==> src/rtl/ps2_pkg.sv <==
// Shared command/response codes, state encoding and frame helper for the PS/2 mouse path.
package ps2_pkg;

  localparam logic [7:0] CMD_RESET  = 8'hFF;
  localparam logic [7:0] CMD_ENABLE = 8'hF4;
  localparam logic [7:0] RSP_ACK    = 8'hFA;
  localparam logic [7:0] RSP_BAT    = 8'hAA;
  localparam logic [7:0] RSP_ID     = 8'h00;
  localparam logic [7:0] RSP_RESEND = 8'hFE;

  typedef enum logic [3:0] {
    IDLE     = 4'd0,
    SEND_RST = 4'd1,
    WTX_RST  = 4'd2,
    WACK_RST = 4'd3,
    WBAT     = 4'd4,
    WID      = 4'd5,
    SEND_EN  = 4'd6,
    WTX_EN   = 4'd7,
    WACK_EN  = 4'd8,
    STREAM   = 4'd9,
    FAIL     = 4'd10
  } ps2_state_e;

  // {odd_parity, byte} as expected by the host-to-device sender
  function automatic logic [8:0] tx_frame(input logic [7:0] b);
    return {~^b, b};
  endfunction

endpackage

==> src/rtl/ps2_packet_assembler.sv <==
// Collects 3-byte stream-mode packets into button/movement registers; active only while enabled.
module ps2_packet_assembler
  import ps2_pkg::*;
#(
  parameter int unsigned PKT_GAP_CYC = 100_000
) (
  input  logic       qzt_clk,
  input  logic       reset,
  input  logic       en,
  input  logic       rx_valid,
  input  logic [7:0] rx_byte,
  output logic       pkt_valid,
  output logic [2:0] buttons,
  output logic [8:0] dx,
  output logic [8:0] dy
);

  localparam int unsigned GW = $clog2(PKT_GAP_CYC + 1);

  logic [1:0]    idx;
  logic [4:0]    hdr;   // {y_sign, x_sign, buttons} of byte 0
  logic [7:0]    b1;
  logic [GW-1:0] gap;

  always_ff @(posedge qzt_clk or posedge reset) begin
    if (reset) begin
      idx       <= '0;
      hdr       <= '0;
      b1        <= '0;
      gap       <= '0;
      pkt_valid <= 1'b0;
      buttons   <= '0;
      dx        <= '0;
      dy        <= '0;
    end else begin
      pkt_valid <= 1'b0;
      if (!en) begin
        idx <= '0;
        gap <= '0;
      end else if (rx_valid) begin
        gap <= '0;
        unique case (idx)
          2'd0: begin
            // bit 3 is always set in a header byte; anything else is a sync slip
            if (rx_byte[3]) begin
              hdr <= {rx_byte[5:4], rx_byte[2:0]};
              idx <= 2'd1;
            end
          end
          2'd1: begin
            b1  <= rx_byte;
            idx <= 2'd2;
          end
          default: begin
            buttons   <= hdr[2:0];
            dx        <= {hdr[3], b1};
            dy        <= {hdr[4], rx_byte};
            pkt_valid <= 1'b1;
            idx       <= '0;
          end
        endcase
      end else if (idx != 2'd0) begin
        if (gap == GW'(PKT_GAP_CYC - 1)) begin
          idx <= '0;
          gap <= '0;
        end else begin
          gap <= gap + 1'b1;
        end
      end
    end
  end

endmodule

==> src/rtl/ps2_mouse_init_ctrl.sv <==
// PS/2 mouse power-up sequencer (reset, BAT/ID, enable reporting) with retry/timeout,
// followed by stream-mode packet assembly.
module ps2_mouse_init_ctrl
  import ps2_pkg::*;
#(
  parameter int unsigned TIMEOUT_CYC = 25_000_000,
  parameter int unsigned PKT_GAP_CYC = 100_000,
  parameter int unsigned MAX_RETRY   = 3
) (
  input  logic       qzt_clk,
  input  logic       reset,
  input  logic       start,
  output logic       tx_send,
  output logic [8:0] tx_data,
  input  logic       tx_ok,
  input  logic       tx_err,
  input  logic       rx_valid,
  input  logic [7:0] rx_byte,
  output logic       ready,
  output logic       fail,
  output logic [3:0] state,
  output logic       pkt_valid,
  output logic [2:0] buttons,
  output logic [8:0] dx,
  output logic [8:0] dy
);

  localparam int unsigned TW = $clog2(TIMEOUT_CYC + 1);
  localparam int unsigned RW = $clog2(MAX_RETRY + 1);

  ps2_state_e    cur, nxt;
  logic          start_q, start_edge;
  logic [TW-1:0] tmo;
  logic [RW-1:0] retry, retry_inc;
  logic          waiting, timeout, adv, err;

  assign start_edge = start & ~start_q;
  assign waiting    = cur inside {WTX_RST, WACK_RST, WBAT, WID, WTX_EN, WACK_EN};
  assign timeout    = (tmo == TW'(TIMEOUT_CYC - 1));
  assign retry_inc  = retry + 1'b1;

  // adv/err split: a valid response always outranks a coincident timeout
  always_comb begin
    adv = 1'b0;
    err = 1'b0;
    nxt = cur;
    unique case (cur)
      SEND_RST: begin adv = 1'b1; nxt = WTX_RST; end
      SEND_EN:  begin adv = 1'b1; nxt = WTX_EN;  end
      WTX_RST, WTX_EN: begin
        adv = tx_ok;
        nxt = (cur == WTX_RST) ? WACK_RST : WACK_EN;
        err = ~tx_ok & (tx_err | timeout);
      end
      WACK_RST, WBAT, WID, WACK_EN: begin
        unique case (cur)
          WACK_RST: begin nxt = WBAT;    adv = (rx_byte == RSP_ACK); end
          WBAT:     begin nxt = WID;     adv = (rx_byte == RSP_BAT); end
          WID:      begin nxt = SEND_EN; adv = (rx_byte == RSP_ID);  end
          default:  begin nxt = STREAM;  adv = (rx_byte == RSP_ACK); end
        endcase
        adv = adv & rx_valid;
        err = rx_valid ? ~adv : timeout;
      end
      default: ;
    endcase
  end

  always_ff @(posedge qzt_clk or posedge reset) begin
    if (reset) begin
      cur     <= IDLE;
      start_q <= 1'b0;
      tmo     <= '0;
      retry   <= '0;
      tx_send <= 1'b0;
      tx_data <= '0;
    end else begin
      start_q <= start;
      tx_send <= 1'b0;
      tmo     <= waiting ? tmo + 1'b1 : '0;
      if (start_edge) begin
        cur   <= SEND_RST;
        retry <= '0;
        tmo   <= '0;
      end else if (adv) begin
        cur <= nxt;
        tmo <= '0;
        if (cur == SEND_RST || cur == SEND_EN) begin
          tx_send <= 1'b1;
          tx_data <= tx_frame((cur == SEND_RST) ? CMD_RESET : CMD_ENABLE);
        end
      end else if (err) begin
        tmo   <= '0;
        retry <= retry_inc;
        cur   <= (retry_inc == RW'(MAX_RETRY)) ? FAIL : SEND_RST;
      end
    end
  end

  assign state = cur;
  assign ready = (cur == STREAM);
  assign fail  = (cur == FAIL);

  ps2_packet_assembler #(
    .PKT_GAP_CYC (PKT_GAP_CYC)
  ) u_pkt (
    .qzt_clk   (qzt_clk),
    .reset     (reset),
    .en        ((cur == STREAM) & ~start_edge),
    .rx_valid  (rx_valid),
    .rx_byte   (rx_byte),
    .pkt_valid (pkt_valid),
    .buttons   (buttons),
    .dx        (dx),
    .dy        (dy)
  );

endmodule

==> config.mk <==
export PLATFORM = sky130hd
export DESIGN_NAME = ps2_mouse_init_ctrl
export DESIGN_NICKNAME = d
export VERILOG_FILES = /design/src/rtl/ps2_pkg.sv /design/src/rtl/ps2_packet_assembler.sv /design/src/rtl/ps2_mouse_init_ctrl.sv
export SDC_FILE = /design/constraint.sdc
export NUM_CORES = 1
export LEC_CHECK = 0
export ABC_AREA = 1
export BUFFER_PORTS_ARGS = -buffer_cell sky130_fd_sc_hd__buf_2
export CORE_MARGIN = 3
export CORE_UTILIZATION = 50
export DETAILED_ROUTE_END_ITERATION = 12
export GPL_TIMING_DRIVEN = 0
export PLACE_DENSITY_LB_ADDON = 0.1
export SLEW_MARGIN = 20
export SYNTH_ARGS = -nofsm -noshare
export SYNTH_HDL_FRONTEND = slang
export SYNTH_SLANG_ARGS = --single-unit
export TNS_END_PERCENT = 100
==> constraint.sdc <==
create_clock -name qzt_clk -period 3.1 [get_ports qzt_clk]
set_input_delay 0.155 -clock qzt_clk [delete_from_list [all_inputs] [get_ports qzt_clk]]
set_output_delay 0.155 -clock qzt_clk [all_outputs]
set_load 0.05 [all_outputs]
# Word level (Yosys, flattened, before mapping)

Cells that the tools add are included.

$add $sub $neg: 3
Reductions and logical operators: 19
Equal/unequal tests: 21
Bitwise operators: 10
Muxes and demuxes: 36

Operator list:

| kind                  | number |
|---|---|
| $mux 25               | 4 |
| $mux 17               | 4 |
| $add 25x1->25 const B | 1 |
| $eq 25x25->1 const B  | 1 |
| $mux 4                | 6 |
| $add 17x1->17 const B | 1 |
| $eq 17x17->1 const B  | 1 |
| $eq 4x3->1 const B    | 4 |
| $eq 8x8->1 const B    | 2 |
| $mux 2                | 8 |
| $pmux 4 s4            | 1 |
| $eq 4x4->1 const B    | 3 |
| $pmux 4 s3            | 1 |
| $reduce_and 3->1      | 4 |
| $eq 4x2->1 const B    | 2 |
| $logic_not 8->1       | 1 |
| $mux 1                | 8 |
| $reduce_xnor 8->1     | 1 |
| $ne 3x3->1 const B    | 2 |
| $ne 6x2->1 const B    | 1 |
| $reduce_bool 6->1     | 1 |
| $reduce_or 2->1       | 3 |
| $not 1->1             | 5 |
| $and 1x1->1           | 4 |
| 17 further kinds      | 20 |

Output and inout port bits: 38
Register bits after elaboration: 96
Input port bits: 14
Word-level logic and storage cells: 103

# Logic depth before layout (Yosys ltp)

Gate-level depths: netlist of run 1.

Depth after elaboration: 10
Gate-level depth with buffers: 12
Depth with buffers taken out: 12

# Hierarchy

A second synthesis of run 1 with hierarchy kept.

Cell total of the unflattened synthesis: 600
Area, all modules: 4702.0 um2

Modules (own cells, without submodules):

| module               | cells an instance | area an instance (um2) | seq. area each (um2) | times used |
|---|---|---|---|---|
| ps2_packet_assembler | 283               | 2421.1                 | 1351.3               | 1 |
| ps2_mouse_init_ctrl  | 317               | 2280.9                 | 875.8                | 1 |

# Worst setup path before layout of run 1

Ideal clock, no wire load.

Path type: register to register
Start point: register cur[3] (netlist: state[3])
End point: register u_pkt.buttons[2]
Setup time: 0.118 ns
Cell stages (with the launch flop): 10
Arrival: 2.153 ns
Path buffers: 2
Clock period less this slack: 2.270 ns
Slack: 0.830 ns
Cell sequence: dfrtp_1 -> nand2_1 -> nor2_2 -> nand2_2 -> inv_2 -> nand3_1 -> buf_2 -> buf_2 -> nand2_1 -> nand2_1

Longest elaborated chain between the ends: 3

Ends and longest elaborated chain:

| item                       | RTL line                   | RTL |
|---|---|---|
| start, declared            | ps2_mouse_init_ctrl.sv:31  | `ps2_state_e cur, nxt;` |
| start signal, assigned     | ps2_mouse_init_ctrl.sv:86  | `cur <= nxt;` |
| start signal, assigned     | ps2_mouse_init_ctrl.sv:95  | `cur <= (retry_inc == RW'(MAX_RETRY)) ? FAIL : SEND_RST;` |
| $eq 4x4->1                 | -                          |  |
| named net ready            | ps2_mouse_init_ctrl.sv:19  | `output logic ready,` |
| $and 1x1->1                | ps2_mouse_init_ctrl.sv:109 | `.en ((cur == STREAM) & ~start_edge),` |
| $reduce_and 3->1 (no line) | -                          |  |
| end signal, assigned       | ps2_packet_assembler.sv:55 | `buttons <= hdr[2:0];` |
| end, declared              | ps2_packet_assembler.sv:13 | `output logic [2:0] buttons,` |

The timed path passes the listed nets, and every way through them passes these cells.
A chain may end at the register's enable or synchronous reset.

# Worst setup path in the final report of run 1

Start point: register tmo[0]
End point: register tmo[22]

Longest elaborated chain between the ends: 7
Elaborated cells on any way between the ends: 10

Ends and longest elaborated chain:

| item                                                  | RTL line                  | RTL |
|---|---|---|
| start, declared                                       | ps2_mouse_init_ctrl.sv:33 | `logic [TW-1:0] tmo;` |
| start signal, assigned                                | ps2_mouse_init_ctrl.sv:80 | `tmo <= waiting ? tmo + 1'b1 : '0;` |
| branches (longest 4 deep; another with $add 25x1->25) | -                         |  |
| $mux 25 *                                             | ps2_mouse_init_ctrl.sv:92 | `end else if (err) begin` |
| $mux 25 *                                             | ps2_mouse_init_ctrl.sv:85 | `end else if (adv) begin` |
| $mux 25 *                                             | ps2_mouse_init_ctrl.sv:81 | `if (start_edge) begin` |

Mark *: on every way between the ends.

==> summary.txt, run 1 <==
outcome - completed
Slew @ Worst Pin - 0.569 ns
Setup crit start kind - flip-flop
hold_sp - rx_byte[7]
Nets - 742
GP Congestion - 0.946
Reg-to-Reg Start - tmo[0]
number of H-tree levels - 3
DP HPWL - 9250 um
setup ws final - 0.852 ns
Pins Over Slew Limit - 0
Yosys top cell area share - 45.4%
Final Non-Filler Cells - 859
maximum clock rate - 445 MHz
number of synthesized flops with an enable pin - 0
asr flop ratio synth - 100%
Initial Util - 52.3%
critical path data arrival time - 2.48 ns
CP Class - reg -> reg
Worst EP required - 3.33 ns
initial antenna violation count - 0
net count after synthesis - 677
Longest Clk Path Bufs - 2
placed cell areas - 5350 um2
DRC viols - 0
initial DRC count - 230
Post-CTS Setup Bufs - 0
count leader, synth - nand2_1
crit end category - flip-flop
Synth Cell Area - 4900 um2
drt total wl - 12000 um
Critical Path Start - tmo[0]
clk_skew - 0.0125 ns
CTS tree - done
worst min-delay path class - in -> reg
endpoints failing setup - 0
RSZ-0062 raised after global routing - false
Die Width - 105 um
clk root buf - clkbuf_8
PD cells - 615 nW/um2
largest area contributor in the netlist - dfrtp_1
first-pass GRT wire length - 20400 um
synthesis-to-finish area growth - 13.4%
largest net degree at the start of global routing - 55
Seq/Total Area, Yosys - 45.4%
Commonest cells post-synth - nand2_1 (210), dfrtp_1 (89), nor2_1 (89)
Detail Route Antenna Nets - 0
diodes inserted - 0
post-synth cell types - 38
I/O pin total - 52
post-layout util - 59.3%
gate count of the mapped netlist - 660
post-synthesis register bit count - 89
Routed WL per cell - 14.0 um
CTS buffer count - 9
Slew headroom - 61.8%
DRT Pass-1 Iters - 5
core area - 9370 um2
CTS Hold Bufs - 2
synth warn - 0
setup tns final - 0 ns
I/O Buffers - 51
clk sinks - 89
max_cap viols - 0
Site Rows - 35
Fin. Hold Viols - 0
number of global-route vias before repair - 4289
dominant synthesized flop cell - dfrtp_1
LEAKAGE - 2.61 nW
die height - 105 um
Worst-Skew Late Latency - 0.36 ns
gr ovfl total - 0
final worst path period share - 72.5%
Avg Cell Area, Syn - 7.43 um2
CTS clk-pin slew, worst paths - 0.10 ns
Hold WS - 0.0854 ns
GRT Total Usage - 22.6%
Area contributors post-synth - dfrtp_1 (45%), nand2_1 (16%), nor2_1 (6.8%), nand3_1 (5.3%), inv_1 (4.2%)
# resized after CTS - 0
placed cells - 841
CP max FO - 10
DIE AREA - 11000 um2
fin area - 5560 um2
dpl ws - 0.850 ns
overall power - 3.42 mW
via count - 4487
min cycle time layout - 2.25 ns
VDD IR-drop max - 0.662 mV
share of layout cells above drive strength 1 - 17.9%
via density per instance - 5.22
[metal layers]
metal  vias up  GRT usage, %  routed length, um
met1      2128          29.6               5530
met2       109          38.4               5830
met5         -             0                  0
met4         0          6.28                180
li1       2236             -                  -
met3        14          4.26                498
[critical path: stages (launching register included)]
cell and delay [ns]:
dfrtp_1 0.48, ha_1 0.37, nand3_1 0.11, inv_1 0.22, nand3_1 0.10, nor2_1 0.10
nand2_1 0.06, nand2_1 0.17, nand2_1 0.13, buf_2 0.21, nand3_1 0.12, nor3_2 0.04
[cells in the final DEF, fill, tap and decap left out, types with 2 or more instances in the layout]
cell	netlist	final
buf_2	9	60
nand2_1	210	210
nand2_2	5	5
clkbuf_8	0	9
nor4_1	2	2
nand2_4	2	2
a21oi_2	2	2
xnor2_1	3	3
nand3_2	2	2
inv_4	1	2
nand3_1	52	52
a21oi_1	14	14
o211ai_1	2	2
or2_2	7	7
a31o_2	2	2
ha_1	3	3
inv_1	55	54
dlygate4sd3_1	0	2
nor2_2	7	7
nor2_1	89	89
xor2_1	4	4
nand3b_1	2	2
a21oi_4	2	2
inv_6	0	4
nor2_4	2	2
clkbuf_1	2	2
buf_6	3	3
buf_4	8	8
inv_2	5	5
nor3_1	21	21
o21ai_0	30	30
dfrtp_1	89	89
nand4_1	17	17
[state kept, by name (all words and copies together), names as in the netlist]
| name | cells |
|---|---|
| tmo | 25 |
| state | 4 |
| start_q | 1 |
| u_pkt.dx | 9 |
| tx_send | 1 |
| u_pkt.buttons | 3 |
| u_pkt.idx | 2 |
| tx_data | 2 |
| u_pkt.pkt_valid | 1 |
| u_pkt.hdr | 5 |
| u_pkt.gap | 17 |
| u_pkt.b1 | 8 |
| retry | 2 |
| u_pkt.dy | 9 |
[cell type report]
| type | instances | area [um2] |
|---|---|---|
| Fill cell | 905 | 3810 |
| Sequential cell | 89 | 2230 |
| Timing Repair Buffer | 54 | 303 |
| Buffer | 23 | 161 |
| Inverter | 61 | 234 |
| Tap cell | 129 | 161 |
| Multi-Input combinational cell | 487 | 2280 |
| Clock inverter | 7 | 67.6 |
| Clock buffer | 9 | 124 |
[cell families (layout without fill, tap and decap cells)]
group | Yosys count | after routing | share of synthesized area [%]
AO/OA/AOI/OAI | 55 | 55 | 6.61
XOR/XNOR | 7 | 7 | 1.25
adder cells (fa/ha/maj) | 3 | 3 | 0.766
buffers and inverters | 84 | 154 | 8.02
flip-flops | 89 | 89 | 45.4
AND/OR/NAND/NOR | 422 | 422 | 37.9
[final timing paths]
check,to,slack (ns),cells after the start
setup / recovery,tmo[22],0.85,11
hold / removal,u_pkt.b1[7],0.09,3
setup reg to reg,tmo[22],0.85,11
hold reg to reg,u_pkt.dx[0],0.48,2
max in group asynchronous,u_pkt.b1[3],2.11,4
min in group asynchronous,u_pkt.dx[1],0.36,3
[where the power goes]
part	switching, mW	leakage (nW)	internal [mW]
Sequential	0.0725	1.22	1.24
Combinational	0.946	1.29	0.378
Clock	0.467	0.0940	0.311
Power figures use the tool's default switching activity.
==> run 2: changes to the inputs <==
clock period = 1.94 ns   (was 3.1 ns; I/O delays follow)
==> summary.txt, run 2 (synthesis gave the netlist of run 1 again) <==
Initial Util - 52.3%
first-pass GRT wire length - 20900 um
Setup crit start kind - flip-flop
gr ovfl total - 0
CTS buffer count - 9
final worst path period share - 93.2%
DRT Pass-1 Iters - 5
overall power - 5.27 mW
max reg flops - 25
CP Class - reg -> reg
Routed WL per cell - 14.0 um
Longest Clk Path Bufs - 2
CTS tree - done
drt total wl - 12200 um
core area - 9370 um2
critical path, cell by cell - buf_6 -> nor2_2 -> nand2_2 -> a21oi_1 -> nand2_1 -> buf_4 -> nand3_1 -> nor3_2
registers with the most flip-flops - tmo (25), u_pkt.gap (17)
Top reg by flops - tmo
GRT Total Usage - 23.1%
critical path data arrival time - 2.05 ns
min cycle time layout - 1.81 ns
Die Width - 105 um
clk_skew - 0.0124 ns
clk root buf - clkbuf_8
DP HPWL - 9250 um
Site Rows - 35
maximum clock rate - 553 MHz
number of global-route vias before repair - 4422
Slew headroom - 67.1%
largest net degree at the start of global routing - 30
Nets - 752
I/O Buffers - 51
share of layout cells above drive strength 1 - 22.6%
VDD IR-drop max - 0.801 mV
crit end category - flip-flop
outcome - completed
Final Non-Filler Cells - 869
CP max FO - 10
post-layout util - 61.7%
Slowest-stage cell, CP - dfrtp_2
initial DRC count - 215
commonest non-fill, non-tap cell in the layout - nand2_1
placed cells - 843
Worst-Skew Late Latency - 0.38 ns
via density per instance - 5.28
CTS clk-pin slew, worst paths - 0.10 ns
initial antenna violation count - 0
Detail Route Antenna Nets - 0
Fin. Hold Viols - 0
via count - 4586
LEAKAGE - 2.68 nW
Hold WS - 0.0155 ns
worst min-delay path class - in -> reg
DIE AREA - 11000 um2
max_cap viols - 0
Worst EP required - 2.19 ns
synthesis-to-finish area growth - 17.9%
max incr delay on CP - 0.44 ns
die height - 105 um
PD cells - 912 nW/um2
clk sinks - 89
I/O pin total - 52
Slew @ Worst Pin - 0.493 ns
GP Congestion - 0.967
number of H-tree levels - 3
Pins Over Slew Limit - 0
DRC viols - 0
endpoints failing setup - 0
most frequent cells in the layout - nand2_1 (206), nor2_1 (85), dfrtp_1 (84)
diodes inserted - 0
run 2: changes by cell type in the layout (fill, tap and decap cells not counted), sizes merged:
| cell | change |
|---|---|
| clkinvlp | +2 |
| clkbuf | +1 |
| buf | +9 |
| inv | -2 |
run 2: power by group:
group          internal (mW)  switching, mW
combinational          0.591           1.29
clock                  0.505          0.775
sequential              1.99          0.121
total                   3.08           2.19
run 2: layout make-up:
type / instances / area, um2
fill: 899 / 3590
multi-input combinational: 487 / 2370
sequential: 89 / 2230
timing repair buffer: 64 / 403
inverter: 61 / 238
buffer: 23 / 174
tap: 129 / 161
clock buffer: 9 / 124
clock inverter: 7 / 73.8
run 2: worst max-delay path, delay by kind of cell (launching register included):
kind / cells / cell delay (ns)
AND/OR/NAND/NOR: 5 / 0.59
AO/OA/AOI/OAI: 1 / 0.29
buffers and inverters: 2 / 0.35
flip-flops: 1 / 0.44
run 2: final timing paths:
check	startpoint	endpoint	slack, ns	cells after the start
worst min-delay path	rx_byte[6]	u_pkt.b1[6]	0.02	3
max in group asynchronous	reset	tmo[0]	1.03	5
worst max-delay path	state[0]	tmo[21]	0.13	8
min in group asynchronous	reset	u_pkt.dx[3]	0.27	3
worst min register to register	u_pkt.b1[7]	u_pkt.dx[7]	0.48	2
worst max register to register	state[0]	tmo[21]	0.13	8
run 2: layer usage:
metal  GRT usage (%)  wire [um]  up-vias  share of wire [%]
met4            7.59        310        0                2.5
met3            4.14        484       25                4.0
li1                -          -     2275                  -
met2            38.5       5980      104                 49
met5               0          0        -                  0
met1            30.4       5430     2182                 45
run 2: stage by stage:
step	instance area, um2	setup WS, ns	TNS [ns]
5_1_grt	5780	-0.00568	-0.00568
4_1_cts	5650	0.00170	0
2_1_floorplan	4920	-0.00316	-0.0341
6_report	5780	0.132	0
3_5_place_dp	5410	-0.248	-5.67
3_3_place_gp	5340	-0.213	-4.70
run 2: what timing repair did:
action                                 CTS  global route
pin swaps                                1             1
resized for setup                        4            26
buffers inserted                         2             6
setup endpoints to repair               31            50
hold buffers                             2             0
endpoints found under the hold margin   17             0
gates cloned                             0             0
==> run 3: changes to the inputs <==
clock period = 2.25 ns   (was 1.94 ns; I/O delays follow)
==> summary.txt, run 3 (synthesis gave the netlist of run 1 again) <==
combinational share of power - 38.8%
min cycle time layout - 2.06 ns
diodes inserted - 0
clk sinks - 89
dpl ws - 0.125 ns
worst min-delay path class - in -> reg
first-pass GRT wire length - 20500 um
outcome - completed
final worst path period share - 91.7%
Int Pwr - 2.69 mW
GP Congestion - 0.913
I/O pin total - 52
Site Rows - 35
Top reg by flops - tmo
DRT Pass-1 Iters - 5
CP delay by family, top - simple AND/OR/NAND/NOR gates
Critical Path Start - tmo[0]
commonest non-fill, non-tap cell in the layout - nand2_1
registers with the most flip-flops - tmo (25), u_pkt.gap (17)
gr ovfl total - 0
critical path, cell by cell - ha_2 -> nand3_1 -> inv_1 -> nand3_1 -> nor2_1 -> nand2_1 -> nand2_1 -> nand2_1 -> buf_2 -> nand3_1 -> nor3_1
clk root buf - clkbuf_8
sw frac - 43.7%
Nets - 747
CP Class - reg -> reg
via density per instance - 5.11
crit end category - flip-flop
max incr delay on CP - 0.45 ns
Slew @ Worst Pin - 0.589 ns
DP HPWL - 8860 um
setup ws final - 0.187 ns
critical path data arrival time - 2.29 ns
RSZ-0062 raised after global routing - false
I/O Buffers - 51
CP endpoint - tmo[21]
CTS tree - done
Clock Power Share - 23.0%
Worst-Skew Late Latency - 0.37 ns
Reg power frac - 38.2%
Worst R2R End - tmo[21]
PD cells - 846 nW/um2
setup tns final - 0 ns
core area - 9370 um2
most frequent cells in the layout - nand2_1 (210), nor2_1 (89), dfrtp_1 (88)
Die Width - 105 um
maximum clock rate - 485 MHz
CTS buffer count - 9
Levels on crit path - 11
overall power - 4.77 mW
max reg flops - 25
placed cell areas - 5400 um2
crit path buf inv count - 2
Setup crit start kind - flip-flop
number of H-tree levels - 3
Initial Util - 52.3%
initial antenna violation count - 0
drt total wl - 11800 um
VDD IR-drop max - 1.05 mV
DIE AREA - 11000 um2
Routed WL per cell - 13.6 um
Detail Route Antenna Nets - 0
CTS clk-pin slew, worst paths - 0.10 ns
LEAKAGE - 2.63 nW
Slew headroom - 60.4%
largest net degree at the start of global routing - 34
Worst EP required - 2.48 ns
endpoints failing setup - 0
CP max FO - 10
number of global-route vias before repair - 4193
Net Switching - 2.09 mW
post-layout util - 60.2%
synthesis-to-finish area growth - 15.2%
die height - 105 um
initial DRC count - 215
Longest Clk Path Bufs - 2
Worst R2R Setup Slack - 0.19 ns
max_cap viols - 0
share of layout cells above drive strength 1 - 18.8%
GRT Total Usage - 22.6%
Pins Over Slew Limit - 0
DRC viols - 0
Slowest-stage cell, CP - dfrtp_2
via count - 4415
fin area - 5640 um2
clk_skew - 0.0169 ns
R2R cell count - 11
Fin. Hold Viols - 0
Reg-to-Reg Start - tmo[0]
==> run 3: timing repair <==
item                                   CTS  global route
hold buffers                             2             0
setup endpoints to repair                0            20
endpoints found under the hold margin   28             0
resized for setup                        0             2
buffers inserted                         0             3
==> run 3: how the worst min path moves through the flow <==
stage	endpoint	startpoint	slack, ns	cells past startpoint
floorplan	start_q	start	0.14	0
global placement	start_q	start	0.24	1
detailed placement	tmo[13]	reset	0.12	2
CTS	u_pkt.b1[7]	rx_byte[7]	0.03	3
global route	u_pkt.b1[7]	rx_byte[7]	0.04	3
finish	u_pkt.b1[0]	rx_byte[0]	0.04	3
==> run 3: layout make-up <==
| type | count | area (um2) |
|---|---|---|
| inverters | 61 | 235 |
| well taps | 129 | 161 |
| clock buffers | 9 | 124 |
| multi-input cells | 487 | 2290 |
| plain buffers | 23 | 161 |
| clock inverters | 7 | 72.6 |
| flip-flops and latches | 89 | 2230 |
| fillers | 952 | 3730 |
| repair buffers | 59 | 373 |
==> run 3: tightest hold or removal path, cell delays in order <==
cell,delay [ns]
buf_2,0.11
inv_1,0.07
o21ai_0,0.08
==> run 3: power groups by stage <==
stage	registers [mW]	clock network [mW]	logic (mW)
after CTS	1.82	1.13	1.84
after floorplan	1.99	0	1.24
after global routing	1.84	1.22	2.02
after global placement	1.85	0	1.80
after detailed placement	1.85	0	1.83
final	1.82	1.10	1.85
==> run 3: metal layers <==
layer | GRT usage, % | part of all wire [%] | vias to the layer above
met2 | 35.2 | 45 | 90
met4 | 5.90 | 1.2 | 0
met3 | 2.84 | 3.8 | 16
li1 | - | - | 2247
met5 | 0 | 0 | -
met1 | 33.4 | 50 | 2062
==> run 3: stage by stage <==
stage	hold slack (ns)	instances
detailed placement	0.116	843
finish	0.0416	864
floorplan	0.144	660
global placement	0.236	840
CTS	0.0269	861
global route	0.0361	864
